$ cat src/rtl/text_shifter.sv
// Text-mode pixel serializer: fetches 32 character codes per scanline from VRAM,
// looks up font rows and shifts out 256 pixels with optional per-character inverse.
module text_shifter (
  input  logic       clk,
  input  logic       reset,
  input  logic       pix_en,
  input  logic       line_start,
  input  logic [3:0] text_row,
  input  logic [3:0] scan,
  output logic [8:0] vram_addr,
  input  logic [7:0] vram_data,
  output logic [9:0] font_addr,
  input  logic [7:0] font_data,
  output logic       pixel,
  output logic       active
);

  typedef enum logic [1:0] {
    IDLE = 2'd0,
    PRE0 = 2'd1,
    PRE1 = 2'd2,
    RUN  = 2'd3
  } state_t;

  state_t state_reg, state_next;

  logic [4:0] col_reg;
  logic [4:0] disp_col_reg;
  logic [2:0] phase_reg;
  logic [7:0] code_reg;
  logic [7:0] shifter_reg;
  logic [8:0] vram_addr_reg;
  logic       pixel_reg;
  logic       active_reg;

  logic [7:0] load_val;
  logic       line_done;

  logic start_line;
  logic latch_code;
  logic load_first;
  logic load_next;
  logic shift_en;
  logic advance;
  logic finish;

  // Bit 6 of the character code carries no meaning for this display.
  logic code_bit6_unused;
  assign code_bit6_unused = code_reg[6];

  // Last pixel of column 31 is on screen now.
  assign line_done = active_reg && (phase_reg == 3'd7) && (disp_col_reg == 5'd31);

  generate
    for (genvar gi = 0; gi < 8; gi++) begin : g_inverse
      assign load_val[gi] = font_data[gi] ^ code_reg[7];
    end
  endgenerate

  always_ff @(posedge clk) begin
    if (reset) begin
      state_reg <= IDLE;
    end else if (pix_en) begin
      state_reg <= state_next;
    end
  end

  always_comb begin
    state_next = state_reg;
    case (state_reg)
      IDLE: if (line_start) state_next = PRE0;
      PRE0: state_next = PRE1;
      PRE1: state_next = RUN;
      RUN:  if (line_done) state_next = IDLE;
      default: state_next = IDLE;
    endcase
  end

  // Per-slot datapath strobes; all are qualified by pix_en so that
  // a stalled slot leaves every register untouched.
  always_comb begin
    start_line = 1'b0;
    latch_code = 1'b0;
    load_first = 1'b0;
    load_next  = 1'b0;
    shift_en   = 1'b0;
    advance    = 1'b0;
    finish     = 1'b0;
    if (pix_en) begin
      case (state_reg)
        IDLE: start_line = line_start;
        PRE0: ;
        PRE1: latch_code = 1'b1;
        RUN: begin
          if (!active_reg) begin
            load_first = 1'b1;
            advance    = 1'b1;
          end else if (phase_reg == 3'd7) begin
            if (line_done) begin
              finish = 1'b1;
            end else begin
              load_next = 1'b1;
              advance   = (col_reg != 5'd31);
            end
          end else begin
            shift_en   = 1'b1;
            latch_code = (phase_reg == 3'd1) && (disp_col_reg != 5'd31);
          end
        end
        default: ;
      endcase
    end
  end

  always_ff @(posedge clk) begin
    if (reset) begin
      col_reg       <= 5'd0;
      disp_col_reg  <= 5'd0;
      phase_reg     <= 3'd0;
      code_reg      <= 8'd0;
      shifter_reg   <= 8'd0;
      vram_addr_reg <= 9'd0;
      pixel_reg     <= 1'b0;
      active_reg    <= 1'b0;
    end else begin
      if (start_line) begin
        col_reg       <= 5'd0;
        vram_addr_reg <= {text_row, 5'd0};
      end
      // The fetch column runs one ahead of the displayed column and stops at 31.
      if (advance) begin
        col_reg       <= col_reg + 5'd1;
        vram_addr_reg <= {text_row, col_reg + 5'd1};
      end
      if (latch_code) begin
        code_reg <= vram_data;
      end
      if (load_first || load_next) begin
        shifter_reg <= load_val;
        pixel_reg   <= load_val[7];
        phase_reg   <= 3'd0;
        active_reg  <= 1'b1;
      end
      if (load_first) begin
        disp_col_reg <= 5'd0;
      end
      if (load_next) begin
        disp_col_reg <= disp_col_reg + 5'd1;
      end
      if (shift_en) begin
        shifter_reg <= {shifter_reg[6:0], 1'b0};
        pixel_reg   <= shifter_reg[6];
        phase_reg   <= phase_reg + 3'd1;
      end
      if (finish) begin
        shifter_reg <= 8'd0;
        pixel_reg   <= 1'b0;
        active_reg  <= 1'b0;
        phase_reg   <= 3'd0;
      end
    end
  end

  assign vram_addr = vram_addr_reg;
  assign font_addr = {code_reg[5:0], scan};
  assign pixel     = pixel_reg;
  assign active    = active_reg;

endmodule

$ cat config.mk
export PLATFORM = sky130hd
export DESIGN_NAME = text_shifter
export DESIGN_NICKNAME = d
export VERILOG_FILES = /design/src/rtl/text_shifter.sv
export SDC_FILE = /design/constraint.sdc
export NUM_CORES = 1
export LEC_CHECK = 0
export BUFFER_PORTS_ARGS = -buffer_cell sky130_fd_sc_hd__buf_2
export CAP_MARGIN = 40
export CORE_UTILIZATION = 30
export CTS_BUF_LIST = sky130_fd_sc_hd__clkbuf_8
export CTS_CLUSTER_SIZE = 10
export DETAILED_ROUTE_END_ITERATION = 12
export PLACE_DENSITY = 0.52
export SLEW_MARGIN = 20
export SYNTH_ARGS = -nofsm -noshare
export SYNTH_HDL_FRONTEND = slang
export SYNTH_SLANG_ARGS = --single-unit
$ cat constraint.sdc
create_clock -name clk -period 4.6 [get_ports clk]
set_input_delay 0.46 -clock clk [delete_from_list [all_inputs] [get_ports clk]]
set_output_delay 0.46 -clock clk [all_outputs]
set_load 0.02 [all_outputs]
==> results of run 1 <==
## stage by stage
| stage | setup WS (ns) | power, W |
|---|---|---|
| after floorplan | 2.523 | 0.0003601 |
| after global placement | 2.114 | 0.0003714 |
| after detailed placement | 2.255 | 0.0003731 |
| after CTS | 2.235 | 0.0005904 |
| after global routing | 2.081 | 0.0006122 |
| final | 2.249 | 0.0005809 |
## report_power, final
part           internal, W  switching [W]
clock network     0.000104       0.000112
logic            0.0000239      0.0000287
registers         0.000308     0.00000398
## layout make-up
class,count,area [µm²]
clock buffer,5,68.82
clock inverter,3,16.27
fill,628,3829
inverter,6,22.52
multi-input combinational,150,987.2
sequential,35,700.7
tap,75,93.84
timing repair buffer,40,202.7
## Yosys cell counts (4+ instances only)
cell	instances	area [µm²]
xor2_1	7	61.31
a21oi_1	11	55.05
a31oi_1	10	62.56
buf_4	10	75.07
ha_1	11	137.6
a21bo_2	4	40.04
mux2i_1	10	100.1
nand3_1	22	110.1
inv_1	6	22.52
nand2b_1	16	100.1
nor2_1	12	45.04
clkbuf_1	7	26.28
dfxtp_1	35	700.7
nand2_1	21	78.83
## tightest hold or removal path, cell delays in order
cell	delay [ns]
buf_2	0.09
nand2b_1	0.05
mux2i_1	0.06
## logic make-up (layout without fill, tap and decap cells)
logic type | after synthesis | in the layout | synth area share
simple gates | 84 | 84 | 0.2296
compound gates | 37 | 37 | 0.1393
flops | 35 | 35 | 0.3804
buf+inv | 28 | 54 | 0.08356
fa+ha+maj | 11 | 11 | 0.07473
mux | 10 | 10 | 0.05435
xor+xnor | 8 | 8 | 0.03804
## metal layers
| metal | part of all wire | up-vias |
|---|---|---|
| met5 | 0 | - |
| met4 | 0.018 | 0 |
| met3 | 0.043 | 6 |
| met2 | 0.44 | 32 |
| met1 | 0.50 | 666 |
| li1 | - | 775 |
## worst paths after layout
kind,end,cells past startpoint
max,col_reg[3],7
min,code_reg[4],3
max reg2reg,col_reg[3],7
min reg2reg,vram_addr[8],2
==> results.json, run 1 <==
{
  "fin_cells": 314,
  "dr.pass1.iters": 4,
  "post_cts.repair.setup_buffers": 0,
  "post_cts_resized": 0,
  "synth_cell_types": 39,
  "die-area_mm2": 0.006457,
  "ctsHoldBuffers": 0,
  "cp.required_ns": 4.81,
  "cpMaxStageDelayCell": "or3b_1",
  "r2r_start": "disp_col_reg[0]",
  "viasPerCell": 4.710,
  "power_density_mw_per_mm2": 277.7,
  "clkLatencyLatePin_ns": 0.29,
  "globalRouteTotalUtil": 0.1172,
  "htreeDepth": 2,
  "synth_nets": 252,
  "yosysWarnings": 0,
  "fmax_mhz": 425.4,
  "dp.cells": 306,
  "synth_seq_cells": 35,
  "avgSynthCellArea_um2": 8.647,
  "finalCriticalPeriod_ns": 2.351,
  "clockBufferDepth": 2,
  "status": "finished, final reports clean",
  "grt_max_degree": 32,
  "ys_seq_area_frac": 0.3804,
  "wl_per_cell_um": 11.61,
  "crit_fanout": 14,
  "crit_chain": "ha_1, and3_1, ha_1, or3b_1, a21o_1, or3_1, a31oi_1",
  "leakage_nw": 0.8674,
  "skew_ns": 0.01198,
  "antenna_found_initial": 0,
  "final.setup.tns_ns": 0,
  "drive_gt1_frac": 0.2218,
  "grt_first_pass_wirelength_um": 5830,
  "drv_cap": 0,
  "synthFlopType": "dfxtp_1",
  "met2_usage": 0.1907,
  "tritoncts": "done",
  "netlist_area_mm2": 0.001842,
  "rrSetupSlack_ns": 2.25,
  "globalRouteOverflowTotal": 0,
  "holdCritStartpoint": "vram_data[4]",
  "hold_viol_final": 0,
  "grt_pass1_vias": 1275,
  "fin_util": 0.3533,
  "syn_inst": 213,
  "path_class": "flip-flop to flip-flop",
  "initial_core_util": 0.3111,
  "critPathLaunchType": "flip-flop",
  "wirelength_um": 3646,
  "cp-end-kind": "flip-flop",
  "rsz0062_at_grt": "false",
  "slew_headroom": 0.5381,
  "path_clk_slew_ns": 0.07,
  "drt_iter0_markers": 54,
  "finalCritPeriodShare": 0.5110,
  "hpwl_um": 2487,
  "area_delta_synth_final_pct": 13.59,
  "final_cell_area_mm2": 0.002092,
  "hold_class": "input port to flip-flop",
  "dpl_cell_area_mm2": 0.002007,
  "route.detailed.drc": 0,
  "core_mm2": 0.005921,
  "layout_commonest_cell": "buf_2",
  "max_stage_delay_ns": 0.41,
  "portBuffers": 39,
  "hold_slack_ns": 0.4304,
  "final_cell_mix": "buf_2 (39), dfxtp_1 (35), nand3_1 (22)",
  "core.rowCount": 28,
  "use_met3": 0.03182,
  "setup-violations-final": 0,
  "die_w_um": 80.36,
  "crit_buf_inv": 0,
  "cts_buffers": 5,
  "crit_family": "simple AND/OR/NAND/NOR gates",
  "fin_nets": 277,
  "synth-async-reset-ratio": 0,
  "antenna_left": 0,
  "grt.busiest_layer": "met2",
  "place.gp.congestion": 0.7276,
  "cpMostUsedCell": "ha_1",
  "vias": 1479,
  "clkSinkCount": 35,
  "die_h_um": 80.36,
  "worst_slew_pin_slew_ns": 0.6875,
  "cts_root_buffer": "clkbuf_8",
  "diodes": 0,
  "slew_viol_final": 0,
  "ir_drop_uv": 87.31,
  "cp.arrival_ns": 2.56,
  "ios": 49,
  "met1_usage": 0.1431,
  "startpoint": "disp_col_reg[0]",
  "synth-edff-count": 0
}
No activity file was read; power rests on OpenSTA's default activity.
==> inputs of run 2 (changes only) <==
--- a/config.mk
+++ b/config.mk
@@ -11,7 +11,7 @@
 export CTS_BUF_LIST = sky130_fd_sc_hd__clkbuf_8
 export CTS_CLUSTER_SIZE = 10
 export DETAILED_ROUTE_END_ITERATION = 12
-export PLACE_DENSITY = 0.52
+export PLACE_DENSITY = 0.54
 export SLEW_MARGIN = 20
 export SYNTH_ARGS = -nofsm -noshare
 export SYNTH_HDL_FRONTEND = slang
==> constraint.sdc (replaced) <==
create_clock -name clk -period 2.1 [get_ports clk]
set_input_delay 0.21 -clock clk [delete_from_list [all_inputs] [get_ports clk]]
set_output_delay 0.21 -clock clk [all_outputs]
set_load 0.02 [all_outputs]
==> run 2 against run 1 <==
Sequential share of layout area decreased by 2.0 points. First-iteration DRC count increased by 3.7%. Design area increased by 6.5%. Global-route usage increased by 0.39 points. Sequential power increased by 120%. Die area unchanged. Sequential cell count unchanged. Critical path depth unchanged. Non-clock buffer count increased by 16. Routed wire length increased by 1.1%. Highest routed layer unchanged. Hold slack got worse by 0.25 ns.
==> results.json, run 2 (synthesized netlist as in run 1, its figures left out) <==
{
  "clockBufferDepth": 2,
  "reg2regPathDepth": 7,
  "max_stage_delay_ns": 0.39,
  "slew_viol_final": 0,
  "rsz0062_at_grt": "false",
  "die-area_mm2": 0.006457,
  "drive_gt1_frac": 0.2835,
  "core.rowCount": 28,
  "viasPerCell": 4.729,
  "fmax_mhz": 501.7,
  "antenna_left": 0,
  "hold_viol_final": 0,
  "globalRouteTotalUtil": 0.1211,
  "fin_util": 0.3764,
  "layout_commonest_cell": "buf_2",
  "route.detailed.drc": 0,
  "wirelength_um": 3687,
  "die_w_um": 80.36,
  "post_cts.repair.setup_buffers": 0,
  "htreeDepth": 2,
  "cts_buffers": 5,
  "crit_fanout": 3,
  "ir_drop_uv": 199.5,
  "dr.pass1.iters": 4,
  "top_layer_used": "met4",
  "ctsHoldBuffers": 0,
  "grt_pass1_vias": 1394,
  "wl_met2_um": 1693,
  "cp-end-kind": "flip-flop",
  "skew_ns": 0.008631,
  "finalCriticalPeriod_ns": 1.993,
  "fin_nets": 293,
  "grt_max_degree": 32,
  "tritoncts": "done",
  "final.setup.tns_ns": 0,
  "hpwl_um": 2683,
  "drv_cap": 0,
  "status": "finished, final reports clean",
  "diodes": 0,
  "clkSinkCount": 35,
  "leakage_nw": 0.9456,
  "initial_core_util": 0.3111,
  "cts_root_buffer": "clkbuf_8",
  "worst_slew_pin_slew_ns": 0.5021,
  "antenna_found_initial": 0,
  "drt_iter0_markers": 56,
  "die_h_um": 80.36,
  "portBuffers": 39,
  "dpl_cell_area_mm2": 0.002127,
  "grt_first_pass_wirelength_um": 6065,
  "whs_path_depth": 3,
  "globalRouteOverflowTotal": 0,
  "slew_headroom": 0.6653,
  "wl_per_cell_um": 11.21,
  "finalCritPeriodShare": 0.9492,
  "critPathLaunchType": "flip-flop",
  "cp.required_ns": 2.31,
  "clkLatencyLatePin_ns": 0.29,
  "path_class": "flip-flop to flip-flop",
  "area_delta_synth_final_pct": 20.99,
  "crit_chain": "ha_2, and3_1, ha_1, or3b_1, a21o_1, or3_1, a31oi_1",
  "vias": 1556,
  "core_mm2": 0.005921,
  "power_density_mw_per_mm2": 582.3,
  "hold_class": "input port to flip-flop",
  "cpMaxStageDelayCell": "or3b_1",
  "cp.arrival_ns": 2.21,
  "ios": 49,
  "routed-wl-met3_um": 164,
  "final_cell_mix": "buf_2 (39), dfxtp_1 (35), nand3_1 (22)",
  "place.gp.congestion": 0.7433,
  "final_cell_area_mm2": 0.002228,
  "setup-violations-final": 0,
  "path_clk_slew_ns": 0.07,
  "met1_length_um": 1759
}
[run 2: worst max-delay path: cells and delay by family (launching register included)]
family                     cells  cell delay (ns)
adders and majority gates      2             0.37
AOI/OAI and AO/OA              2             0.32
and+or+nand+nor                3             0.92
DFF                            1             0.32
[run 2: final timing paths]
path,start,end,slack [ns]
setup / recovery,disp_col_reg[0],col_reg[3],0.11
hold / removal,vram_data[7],code_reg[7],0.18
setup reg to reg,disp_col_reg[0],col_reg[3],0.11
hold reg to reg,vram_addr[6],vram_addr[6],0.46
[run 2: stage by stage]
| stage | setup slack, ns | hold WS [ns] | cells | power, W |
|---|---|---|---|---|
| floorplan | 0.02288 | 0.3647 | 213 | 0.0007888 |
| global placement | 0.06042 | 0.4201 | 322 | 0.0008203 |
| detailed placement | 0.04663 | 0.4201 | 322 | 0.0008237 |
| CTS | 0.01844 | 0.1740 | 329 | 0.001314 |
| global route | 0.002285 | 0.1897 | 329 | 0.001359 |
| finish | 0.1067 | 0.1794 | 329 | 0.001298 |
[run 2: per-layer routing]
metal  up-vias  GRT usage
met2        33     0.2102
met4         0    0.04821
met1       710     0.1365
met3         7    0.03750
met5         -          0
li1        806          -
[run 2: power by group]
| part | switching, W | internal, W |
|---|---|---|
| clock | 0.000233 | 0.000257 |
| sequential | 0.00000886 | 0.000676 |
| combinational | 0.0000639 | 0.0000589 |
| total | 0.000306 | 0.000992 |
[run 2: cell type report]
class | instances | area [µm²]
repair buffers | 56 | 326.6
fillers | 617 | 3692
clock inverters | 1 | 5.005
flip-flops and latches | 35 | 700.7
clock buffers | 6 | 82.58
inverters | 6 | 22.52
well taps | 75 | 93.84
multi-input cells | 150 | 997.2
[run 2: repair_timing]
item,4_1_cts,5_1_grt
setup endpoints to repair,0,14
gates resized for setup,0,5
hold endpoints to repair,0,0
